**src/rtl/block_slide_ctrl.sv**
```systemverilog
// Sliding-block sequencer: draws a block, holds it for FRAMES frames, erases it,
// steps it one pixel with edge bounce, and repeats until the player drops it.
module block_slide_ctrl #(
  parameter int X_MAX  = 160,
  parameter int BLK_W  = 16,
  parameter int BLK_H  = 4,
  parameter int FRAMES = 15
) (
  input  logic       clk,
  input  logic       reset,
  input  logic       start,
  input  logic       drop,
  input  logic       frame_tick,
  input  logic [6:0] y_in,
  input  logic [2:0] colour_in,
  output logic [7:0] x_out,
  output logic [6:0] y_out,
  output logic [2:0] colour_out,
  output logic       plot,
  output logic       busy,
  output logic       done,
  output logic [7:0] pos_x
);

  localparam int PXW = (BLK_W > 1) ? $clog2(BLK_W) : 1;
  localparam int PYW = (BLK_H > 1) ? $clog2(BLK_H) : 1;
  localparam int FCW = $clog2(FRAMES + 1);

  localparam logic [7:0]     X_LAST  = 8'(X_MAX - BLK_W);
  localparam logic [PXW-1:0] PX_LAST = PXW'(BLK_W - 1);
  localparam logic [PYW-1:0] PY_LAST = PYW'(BLK_H - 1);
  localparam logic [FCW-1:0] FC_LAST = FCW'(FRAMES - 1);

  typedef enum logic [2:0] {
    S_IDLE, S_DRAW, S_WAIT, S_ERASE, S_MOVE, S_DONE
  } state_t;

  state_t         state_q, state_d;
  logic [7:0]     pos_x_q, pos_x_d;
  logic           dir_q, dir_d;          // 0 = moving right, 1 = moving left
  logic [PXW-1:0] px_q, px_d;
  logic [PYW-1:0] py_q, py_d;
  logic [FCW-1:0] fc_q, fc_d;
  logic           drop_req_q, drop_req_d;
  logic [6:0]     y_lat_q, y_lat_d;
  logic [2:0]     colour_lat_q, colour_lat_d;

  logic [7:0]     x_out_q;
  logic [6:0]     y_out_q;
  logic [2:0]     colour_out_q;
  logic           plot_q, busy_q, done_q;

  logic           last_pix;
  logic [PXW-1:0] px_scan;
  logic [PYW-1:0] py_scan;

  // Raster scan over the block footprint, x fastest, wrapping to 0,0 after the last pixel.
  always_comb begin
    last_pix = (px_q == PX_LAST) && (py_q == PY_LAST);
    px_scan  = px_q + PXW'(1);
    py_scan  = py_q;
    if (px_q == PX_LAST) begin
      px_scan = '0;
      py_scan = last_pix ? '0 : py_q + PYW'(1);
    end
  end

  always_comb begin
    state_d      = state_q;
    pos_x_d      = pos_x_q;
    dir_d        = dir_q;
    px_d         = px_q;
    py_d         = py_q;
    fc_d         = fc_q;
    y_lat_d      = y_lat_q;
    colour_lat_d = colour_lat_q;
    drop_req_d   = drop_req_q | ((state_q != S_IDLE) & drop);

    case (state_q)
      S_IDLE: begin
        if (start) begin
          y_lat_d      = y_in;
          colour_lat_d = colour_in;
          pos_x_d      = '0;
          dir_d        = 1'b0;
          drop_req_d   = 1'b0;
          px_d         = '0;
          py_d         = '0;
          state_d      = S_DRAW;
        end
      end
      S_DRAW: begin
        px_d = px_scan;
        py_d = py_scan;
        if (last_pix) begin
          fc_d    = '0;
          state_d = S_WAIT;
        end
      end
      S_WAIT: begin
        if (frame_tick) begin
          if (fc_q == FC_LAST) begin
            fc_d    = '0;
            // a drop arriving on the final tick still ends the loop
            state_d = (drop_req_q || drop) ? S_DONE : S_ERASE;
          end else begin
            fc_d = fc_q + FCW'(1);
          end
        end
      end
      S_ERASE: begin
        px_d = px_scan;
        py_d = py_scan;
        if (last_pix) state_d = S_MOVE;
      end
      S_MOVE: begin
        if (!dir_q) begin
          if (pos_x_q == X_LAST) begin
            dir_d   = 1'b1;
            pos_x_d = pos_x_q - 8'd1;
          end else begin
            pos_x_d = pos_x_q + 8'd1;
          end
        end else begin
          if (pos_x_q == 8'd0) begin
            dir_d   = 1'b0;
            pos_x_d = pos_x_q + 8'd1;
          end else begin
            pos_x_d = pos_x_q - 8'd1;
          end
        end
        state_d = S_DRAW;
      end
      S_DONE:  state_d = S_IDLE;
      default: state_d = S_IDLE;
    endcase
  end

  // Outputs are registered from next-state so the first pixel lands the cycle after start.
  always_ff @(posedge clk) begin
    if (reset) begin
      state_q      <= S_IDLE;
      pos_x_q      <= '0;
      dir_q        <= 1'b0;
      px_q         <= '0;
      py_q         <= '0;
      fc_q         <= '0;
      drop_req_q   <= 1'b0;
      y_lat_q      <= '0;
      colour_lat_q <= '0;
      x_out_q      <= '0;
      y_out_q      <= '0;
      colour_out_q <= '0;
      plot_q       <= 1'b0;
      busy_q       <= 1'b0;
      done_q       <= 1'b0;
    end else begin
      state_q      <= state_d;
      pos_x_q      <= pos_x_d;
      dir_q        <= dir_d;
      px_q         <= px_d;
      py_q         <= py_d;
      fc_q         <= fc_d;
      drop_req_q   <= drop_req_d;
      y_lat_q      <= y_lat_d;
      colour_lat_q <= colour_lat_d;
      x_out_q      <= pos_x_d + 8'(px_d);
      y_out_q      <= y_lat_d + 7'(py_d);
      colour_out_q <= (state_d == S_DRAW) ? colour_lat_d : 3'd0;
      plot_q       <= (state_d == S_DRAW) || (state_d == S_ERASE);
      busy_q       <= (state_d != S_IDLE);
      done_q       <= (state_d == S_DONE);
    end
  end

  assign x_out      = x_out_q;
  assign y_out      = y_out_q;
  assign colour_out = colour_out_q;
  assign plot       = plot_q;
  assign busy       = busy_q;
  assign done       = done_q;
  assign pos_x      = pos_x_q;

endmodule

```
**config.mk**
```make
export PLATFORM = sky130hd
export DESIGN_NAME = block_slide_ctrl
export DESIGN_NICKNAME = d
export VERILOG_FILES = /design/src/rtl/block_slide_ctrl.sv
export SDC_FILE = /design/constraint.sdc
export NUM_CORES = 1
export LEC_CHECK = 0
export ABC_AREA = 1
export CAP_MARGIN = 20
export CORE_AREA = 10 10 87 89
export CTS_CLUSTER_SIZE = 8
export DETAILED_ROUTE_END_ITERATION = 12
export DIE_AREA = 0 0 97 99
export PLACE_DENSITY_LB_ADDON = 0.3
export SLEW_MARGIN = 20
export SYNTH_ARGS = -nofsm -noshare
export SYNTH_HDL_FRONTEND = slang
export SYNTH_SLANG_ARGS = --single-unit
```
**constraint.sdc**
```tcl
create_clock -name clk -period 2.9 [get_ports clk]
set_input_delay 0.29 -clock clk [delete_from_list [all_inputs] [get_ports clk]]
set_output_delay 0.29 -clock clk [all_outputs]
set_load 0.05 [all_outputs]
```
==> impl_results.rst <==
.. list-table::
   :header-rows: 1

   * - Metric
     - Value
   * - Average cell area after synthesis
     - 7.28 sq um
   * - Area added between synthesis and finish
     - 21.9%
   * - Largest area contributor in the netlist
     - sky130_fd_sc_hd__dfxtp_1
   * - Setup crit start kind
     - flop
   * - Maximum vdd ir drop
     - 0.273 mV
   * - I/O pin count
     - 44
   * - Inserted Clock Buffers
     - 5
   * - Buffers & Inverters on Critical Path
     - 4
   * - Static leakage
     - 1.58 nW
   * - Hold violation count in the final report
     - 0
   * - Total grt overflow
     - 0
   * - Register area
     - 1080 sq um
   * - Global routing met2 resource utilization
     - 23.1%
   * - Delay contributed by the slowest stage of the critical path
     - 530 ps
   * - Max-cap violations
     - 0
   * - Syn Std Cell Area
     - 2870 sq um
   * - Count of clock tree sinks
     - 54
   * - Type of element capturing the critical path
     - flop
   * - Period utilization
     - 91.8%
   * - Dominant cell type by count on the critical path
     - sky130_fd_sc_hd__nand2_1
   * - Final critical delay including setup and external delays
     - 2660 ps
   * - Post-route DRC violation count
     - 0
   * - Worst-margin pin slew
     - 511 ps
   * - Critical path data required time
     - 3100 ps
   * - Iteration count of the initial detailed-routing pass
     - 4
   * - Worst setup path category
     - reg -> reg
   * - Number of buffers inserted by hold repair at cts
     - 0
   * - Root buffer cell
     - sky130_fd_sc_hd__clkbuf_8
   * - Global-route wire length before repair
     - 11,000 um
   * - Number of standard cells after synthesis
     - 394
   * - Fraction of met3 tracks used by global routing
     - 4.26%
   * - Number of global-route vias before repair
     - 2,524
   * - # port buffers
     - 43
   * - Share of synthesized area occupied by flip-flops and latches
     - 37.7%
   * - H-tree levels
     - 2
   * - Internal power
     - 1.01 mW
   * - Maximum clock frequency
     - 0.376 GHz
   * - Largest net degree at the start of global routing
     - 30
   * - Overall die area
     - 9600 sq um
   * - Critical path fanouts, max
     - 10
   * - Area occupied by multi-input gates
     - 1520 sq um
   * - Clock edge transition at the registers on the reported setup and hold paths
     - 90 ps
   * - Share of power burned in registers
     - 56.5%
   * - Unrepaired setup endpoints after global routing
     - no
   * - Clock insertion delay at the later pin of the skew report
     - 300 ps
   * - ANT nets after route
     - 0
   * - Slew margin rel.
     - 65.8%
   * - Vias per inst
     - 4.94
   * - Global routing usage summed across all routing layers
     - 13.1%
   * - Most utilized layer in the global route result
     - met2
   * - Starting Density
     - 49.0%
   * - Critical path cell sequence
     - nor2_4, nand2_2, clkinv_1, nand2_2, nand2_4, a21oi_1, inv_1, nand2_1, inv_2, fa_1, inv_1, a21o_1, a21oi_1, nand3b_2, nor2_1, nand2_1, nand2_1, nor2_1
   * - Cell with the largest stage delay on the worst path
     - sky130_fd_sc_hd__dfxtp_1
   * - Setup total negative slack
     - 0 ps
   * - Distinct cell type count after synthesis
     - 38
   * - Final worst clock skew
     - 4.73 ps
   * - Standard-cell rows
     - 28
   * - Count of endpoints failing setup in the final report
     - 0
   * - Clock tree from TritonCTS
     - built
   * - Outcome
     - finished, final reports clean
   * - Switching share of power
     - 26.4%
   * - Number of nets at the end of the flow
     - 476
   * - Final number of max-transition violations
     - 0
   * - Core footprint
     - 5850 sq um
   * - Worst min path class
     - reg -> reg
   * - Part of the power in combinational logic
     - 15.1%
   * - Clock buffer depth
     - 2
   * - Number of filler cells placed in the layout
     - 531
   * - Pwr per Cell Area
     - 393 nW/um^2
   * - Total nets after synthesis
     - 424
   * - Clock network fraction of total power
     - 28.4%
   * - Top cells by area, synth
     - sky130_fd_sc_hd__dfxtp_1 38%, sky130_fd_sc_hd__nand2_1 8.8%, sky130_fd_sc_hd__nor2_1 6.5%
   * - Die height
     - 99 um
   * - Post-route core utilization
     - 59.8%
   * - Initial antenna violation count
     - 0
   * - Die span in x
     - 97 um
   * - Yosys Warn Count
     - 0
   * - Avg WL per Cell
     - 12.0 um
   * - Net Sw Power
     - 364 uW
   * - WP data arrival
     - 2860 ps
   * - Total of flip-flops plus latches after synthesis
     - 54
   * - Yosys top cell area share
     - 37.7%
   * - Antenna diodes
     - 0
   * - Dpl hpwl
     - 4790 um
   * - DRC violation total after the first TritonRoute iteration
     - 110
   * - Most common cell after layout, fill and taps aside
     - sky130_fd_sc_hd__nand2_1
   * - Layout cell share with drive strength beyond 1
     - 14.1%
   * - Met1 global-route usage
     - 14.6%
   * - CP delay by family, top
     - simple AND/OR/NAND/NOR gates
   * - Most frequent cells in the layout
     - 67 x sky130_fd_sc_hd__nand2_1, 52 x sky130_fd_sc_hd__dfxtp_1, 49 x sky130_fd_sc_hd__nor2_1, 46 x sky130_fd_sc_hd__inv_1, 43 x sky130_fd_sc_hd__clkdlybuf4s50_1
   * - Final RePlAce weighted congestion
     - 0.865
   * - Number of vias in the routed layout
     - 2,574
   * - Routed wire length
     - 6270 um
==> routing by layer <==
layer	vias to the layer above	wire length (um)
met5	-	0
met4	0	95
met3	10	393
met2	61	3050
met1	1142	2730
li1	1361	-
==> through the flow <==
| step | setup WS (ps) | cells | cell area (sq um) | hold slack, ps | power [mW] |
|---|---|---|---|---|---|
| 3_5_place_dp | 129 | 514 | 3420 | 480 | 1.00 |
| 4_1_cts | 207 | 521 | 3490 | 502 | 1.40 |
| 6_report | 237 | 521 | 3500 | 496 | 1.38 |
| 2_1_floorplan | 4.98 | 394 | 2870 | 374 | 0.930 |
| 5_1_grt | 0.849 | 521 | 3500 | 530 | 1.44 |
| 3_3_place_gp | 226 | 514 | 3420 | 475 | 1.00 |
==> what timing repair did <==
action,4_1_cts,5_1_grt
setup endpoints to repair,0,2
setup buffers,0,0
gates resized for setup,0,4
==> logic make-up after synthesis <==
kind of cell               after synthesis  synth area share (%)
AOI/OAI and AO/OA                       68                  13.2
xor gates and xnor gates                 5                  1.53
adders and majority gates               15                  7.07
buffers and inverters                   68                  9.51
DFF                                     54                  37.7
muxes                                    4                  1.40
and+or+nand+nor                        180                  29.7
==> registers in the layout, indices dropped and copies added, names as in the netlist, 3 cells and up <==
signal and cells:
colour_lat_q 3, colour_out 3, fc_q 4, pos_x 8
px_q 4, state_q 3, x_out 8, y_lat_q 7
y_out 7
==> Yosys cell counts, drive strengths merged <==
master,count
xnor2,1
buf,4
a21o,1
nand3b,2
o211ai,3
and3,1
nand4,2
nor2,59
fa,2
a31oi,1
inv,60
clkinv,1
mux2i,4
nand2,79
ha,13
xor2,4
nand3,24
a21oi,28
a211oi,4
o21ai,28
nor3,7
o22ai,2
dfxtp,54
o21a,1
clkbuf,3
or2,6
==> path summary, 6_finish.rpt <==
kind / start / to / slack (ps) / cells after the start
setup reg to reg: pos_x[3]$_SDFF_PP0_ / x_out[6]$_SDFF_PP0_ / 240 / 18
hold reg to reg: px_q[3]$_SDFF_PP0_ / px_q[3]$_SDFF_PP0_ / 500 / 2
setup / recovery: pos_x[3]$_SDFF_PP0_ / x_out[6]$_SDFF_PP0_ / 240 / 18
hold / removal: px_q[3]$_SDFF_PP0_ / px_q[3]$_SDFF_PP0_ / 500 / 2
==> worst reg2reg max path, cell delays in order (launching register included) <==
cell and delay (ps):
sky130_fd_sc_hd__dfxtp_1 530, sky130_fd_sc_hd__nor2_4 70, sky130_fd_sc_hd__nand2_2 100, sky130_fd_sc_hd__clkinv_1 100, sky130_fd_sc_hd__nand2_2 130, sky130_fd_sc_hd__nand2_4 110
sky130_fd_sc_hd__a21oi_1 160, sky130_fd_sc_hd__inv_1 50, sky130_fd_sc_hd__nand2_1 80, sky130_fd_sc_hd__inv_2 50, sky130_fd_sc_hd__fa_1 380, sky130_fd_sc_hd__inv_1 100
sky130_fd_sc_hd__a21o_1 120, sky130_fd_sc_hd__a21oi_1 80, sky130_fd_sc_hd__nand3b_2 220, sky130_fd_sc_hd__nor2_1 140, sky130_fd_sc_hd__nand2_1 60, sky130_fd_sc_hd__nand2_1 50
sky130_fd_sc_hd__nor2_1 40
==> power groups by stage <==
stage / Sequential, mW / Clock [mW] / Combinational, mW
finish: 0.778 / 0.391 / 0.208
floorplan: 0.843 / 0 / 0.0871
detailed placement: 0.795 / 0 / 0.208
global placement: 0.794 / 0 / 0.206
global route: 0.781 / 0.429 / 0.228
CTS: 0.778 / 0.409 / 0.210
==> area by class of cell <==
class	count	area share (%)
Clock buffer	7	2.18
Inverter	61	6.55
Multi-Input combinational cell	272	43.4
Sequential cell	54	31.0
Tap cell	75	2.68
Timing Repair Buffer	52	14.2
No activity file was read; power rests on OpenSTA's default activity.
==> RTL change 1: new RTL, config.mk and constraints unchanged <==
Take the reset off `px_q` and `fc_q` and load them in a clocked block of their own.
--- a/src/rtl/block_slide_ctrl.sv
+++ b/src/rtl/block_slide_ctrl.sv
@@ -142,9 +142,7 @@
       state_q      <= S_IDLE;
       pos_x_q      <= '0;
       dir_q        <= 1'b0;
-      px_q         <= '0;
       py_q         <= '0;
-      fc_q         <= '0;
       drop_req_q   <= 1'b0;
       y_lat_q      <= '0;
       colour_lat_q <= '0;
@@ -158,9 +156,7 @@
       state_q      <= state_d;
       pos_x_q      <= pos_x_d;
       dir_q        <= dir_d;
-      px_q         <= px_d;
       py_q         <= py_d;
-      fc_q         <= fc_d;
       drop_req_q   <= drop_req_d;
       y_lat_q      <= y_lat_d;
       colour_lat_q <= colour_lat_d;
@@ -173,6 +169,11 @@
     end
   end
 
+  always_ff @(posedge clk) begin
+    px_q <= px_d;
+    fc_q <= fc_d;
+  end
+
   assign x_out      = x_out_q;
   assign y_out      = y_out_q;
   assign colour_out = colour_out_q;
Formal check against the unedited RTL: differs if reset is asserted again (counterexample within 4 cycles, from zero or initial values and one cycle with reset high); with reset held inactive, the same outputs for 10 cycles.
==> RTL change 1 against the original RTL <==
Clock power up 47%. Final area rose by 3.6%. Area after synthesis rose by 0.52%. Wire length is 7.6% higher. Via count is 0.27% lower. Highest routed layer unchanged. Setup slack worse by 54 ps. Power increased by 19%. Largest cell class unchanged. Sequential cell count unchanged.
==> RTL change 1: results <==
[power]
cellLeakagePower_nw = 1.59
vdd_drop_max_mv = 0.329
netSwitchingPower_uw = 425

[synth]
yosys.area_share.adder = 0.0703
ys_seq_area_frac = 0.389
synth_area_leaders = "dfxtp_1, nand2_1, inv_1, nor2_1, ha_1"
synth_cell_types = 41
muxShareOfSynthArea = 0.0174
syn_inst = 380
synth-edff-count = 4
synth_xor_area_frac = 0.00911
yosys-top-cells-count = "nand2_1, inv_1, dfxtp_1"

[critical_path]
crit_slowest_cell = "fa_1"
rrSetupSlack_ps = 180
worstRegToRegCells = 14
crit_family = "adder cells"
worstPathArrival_ps = 2920
slowest_delay_ps = 410
critPathMaxFanout = 4

[global_route]
track_usage = 0.138
grt_pass1_vias = 2474
grt_pass1_wl_um = 11300
grt_max_degree = 19

[place]
dp_hpwl_um = 5350
gp_routability_congestion = 0.862
placed_cells_incl_taps = 502

[routing]
drt_wl_total_um = 6740
drt-initial-drc-count = 104
vias = 2567
wl_met3_um = 346
route.met2.wl_um = 3410

[sta]
holdWs_ps = 499
tightest_slew_ps = 735
final.setup_skew_ps = 4.72

[cells_and_area]
nNetsFinal = 464
nFillCells = 532

[outcome]
status = "finished, final reports clean"

[clock_tree]
root_buffer = "clkbuf_8"
[RTL change 1: cells by family after synthesis]
| kind of cell | Yosys count |
|---|---|
| flops | 54 |
| buf+inv | 68 |
| xor+xnor | 3 |
| fa+ha+maj | 15 |
| simple gates | 177 |
| mux | 5 |
| compound gates | 58 |
[RTL change 1: timing repair]
item                       in CTS  in global routing
resized for setup               0                 11
hold buffers                    0                  0
setup endpoints to repair       0                  5
[RTL change 1: stage by stage]
step | cell area (µm²) | worst slack, ps
final | 3630 | 183
after global placement | 3450 | 187
after floorplan | 2890 | 159
after CTS | 3580 | 49.3
after detailed placement | 3450 | 80.2
after global routing | 3630 | -27.4
[RTL change 1: power groups by stage]
stage	logic, mW	registers (mW)	clock network, mW
after floorplan	0.105	0.883	0
after global placement	0.256	0.822	0
after detailed placement	0.262	0.822	0
after CTS	0.263	0.806	0.585
after global routing	0.290	0.810	0.610
final	0.263	0.806	0.573
[RTL change 1: cell type report]
cell class,count,share of cell area
multi-input combinational,258,0.421
sequential,54,0.310
timing repair buffer,54,0.141
inverter,61,0.0631
clock buffer,7,0.0297
tap,75,0.0259
clock inverter,1,0.00828
[RTL change 1: worst paths after layout]
| path | from | endpoint |
|---|---|---|
| max | px_q[0] | x_out[6] |
| max reg2reg | px_q[0] | x_out[6] |
| min reg2reg | colour_lat_q[0] | colour_lat_q[0] |
| min | colour_lat_q[0] | colour_lat_q[0] |
[RTL change 1: worst min-delay path, cell delays in order (launching register included)]
cell and delay, ps:
dfxtp_1 320, mux2i_1 80, nor2_1 80
[RTL change 1: metal layers]
| layer | GRT usage | vias to the layer above |
|---|---|---|
| li1 | - | 1324 |
| met4 | 0.0465 | 0 |
| met5 | 0 | - |
| met2 | 0.245 | 52 |
| met1 | 0.154 | 1179 |
| met3 | 0.0398 | 12 |
==> RTL change 2: new RTL, same flow settings <==
Made on the original files. Set the parameter `BLK_H` to 2 (it was 4).
--- a/src/rtl/block_slide_ctrl.sv
+++ b/src/rtl/block_slide_ctrl.sv
@@ -3,7 +3,7 @@
 module block_slide_ctrl #(
   parameter int X_MAX  = 160,
   parameter int BLK_W  = 16,
-  parameter int BLK_H  = 4,
+  parameter int BLK_H  = 2,
   parameter int FRAMES = 15
 ) (
   input  logic       clk,
Function: same outputs for any inputs over 10 cycles, from zero or initial values and one cycle with reset high; that may be too few to reach the edited logic, so the function may still have changed.
==> RTL change 2 against the original RTL <==
Setup slack lost 48 ps. Wire length up 1.8%. Clock skew up 3.3 ps. Final area rose by 0.46%. Worst hold slack improved by 1.3 ps. Highest routed layer unchanged. Power up 6.5%. Area after synthesis is 2.2% lower. Synthesized cell count shrank 2.3%. Sequential cell count down 1. Maximum frequency fell by 1.8%. Count of clock-buffer cells in the layout is 2 lower. Combinational power decreased by 3%.
==> RTL change 2: results <==
[global_route]
grtUsageMet3 = 0.0321
grt_max_degree = 35
grtUsageMet1 = 0.163
grt_pass1_vias = 2384
track_usage = 0.129
met2_usage = 0.217
grt_pass1_wl_um = 11000

[routing]
drt-initial-drc-count = 141
dr.pass1.iters = 4
routedWlPerCell_um = 12.4
via_per_inst = 5.07

[cells_and_area]
drive_above_1_share = 0.121
nFillCells = 538
antenna_cells = 0
nNetsFinal = 466

[synth]
ys_seq_area_frac = 0.378
yosys-top-cells-count = "nand2_1, dfxtp_1, nor2_1"
synth_cell_types = 39
ys.flop_type = "dfxtp_1"
synth_top_area_frac = 0.378
synth_area_leaders = "dfxtp_1, nand2_1, nor2_1, inv_1, ha_1"
synth_nets = 414
ys_warn_count = 0

[clock_tree]
clkLatencyLatePin_ps = 300
cts_buffers = 5
clk_pin_slew_ps = 100
root_buffer = "clkbuf_8"
clk_path_buf_depth = 2

[outcome]
status = "finished, final reports clean"

[worst_hold_path]
worstHoldPathCells = 2
hp-class = "reg -> reg"
worstHoldStart = "colour_lat_q[1]"
hold_end = "colour_lat_q[1]"

[critical_path]
crit_type = "reg -> reg"
slowest_delay_ps = 400
crit_slowest_cell = "dfxtp_4"
crit_family = "simple AND/OR/NAND/NOR gates"
reg2reg_to = "x_out[5]"
worstPathArrival_ps = 2920
r2r-start = "pos_x[0]"
rrSetupSlack_ps = 190
worstRegToRegCells = 20
critPathMaxFanout = 9

[sta]
tightest_slew_ps = 522
fin_crit_sh = 0.935
final.setup_skew_ps = 8.04

[place]
dp_hpwl_um = 4840
numPortBuffers = 43
gp_routability_congestion = 0.915

[power]
cellLeakagePower_nw = 1.57
vdd_drop_max_mv = 0.253
-- RTL change 2: cell types whose count changed in the layout (fill, tap and decap cells not counted), moves of 5 or more --
cell     delta
o21ai_1     -5
nor2_2      -5
inv_2      -13
nand2_1     +9
nand2_2     -6
a21oi_1     -5
-- RTL change 2: final cells by class --
cell class | count | share of cell area
inverters | 52 | 0.0566
clock buffers | 5 | 0.0196
well taps | 75 | 0.0267
multi-input cells | 270 | 0.433
clock inverters | 3 | 0.0125
flip-flops and latches | 53 | 0.304
repair buffers | 55 | 0.148
-- RTL change 2: kinds of logic after synthesis --
group	synth area share
xor gates and xnor gates	0.00625
and+or+nand+nor	0.312
DFF	0.378
muxes	0.0178
buffers and inverters	0.0914
AOI/OAI and AO/OA	0.129
adders and majority gates	0.0651
-- RTL change 2: worst max-delay path by stage --
stage	slack (ps)	to	depth (start not counted)
finish	190	x_out[5]	20
global route	-2	x_out[7]	18
CTS	120	x_out[5]	20
detailed placement	160	x_out[5]	20
global placement	250	x_out[5]	20
floorplan	140	x_out[7]	18
-- RTL change 2: worst register-to-register path, stage by stage, from the launching register on --
cell and delay, ps:
dfxtp_4 400, inv_1 70, ha_1 220, nand2_4 100, clkinvlp_4 120, nand3_4 90
nand2_4 100, o211ai_1 180, nand2_1 90, a21oi_2 200, ha_4 240, nand2_1 60
nand2_1 70, a31oi_2 190, nor2_1 80, nor2_2 150, nor2_4 60, inv_1 60
nand2_1 50, nand2_1 50, nor2_1 40
-- RTL change 2: power breakdown --
part | switching (mW) | internal [mW] | total, mW
clock network | 0.244 | 0.259 | 0.503
registers | 0.00851 | 0.753 | 0.761
logic | 0.128 | 0.0743 | 0.202
total | 0.380 | 1.09 | 1.47
-- RTL change 2: layer usage --
layer	vias up	wire (µm)
met3	9	348
met5	-	0
li1	1347	-
met1	1183	2880
met4	0	56
met2	62	3100
-- RTL change 2: through the flow --
step	setup slack, ps	area, µm²	hold slack, ps	TNS [ps]	cells
after floorplan	141	2810	442	0	385
after global placement	254	3320	476	0	500
after detailed placement	156	3320	481	0	500
after CTS	124	3440	500	0	508
after global routing	-1.97	3510	531	-2.59	513
final	189	3510	498	0	513
-- RTL change 2: timing repair --
| action | in CTS | in global routing |
|---|---|---|
| setup buffers | 0 | 5 |
| setup endpoints to repair | 0 | 4 |
| gates resized for setup | 0 | 8 |
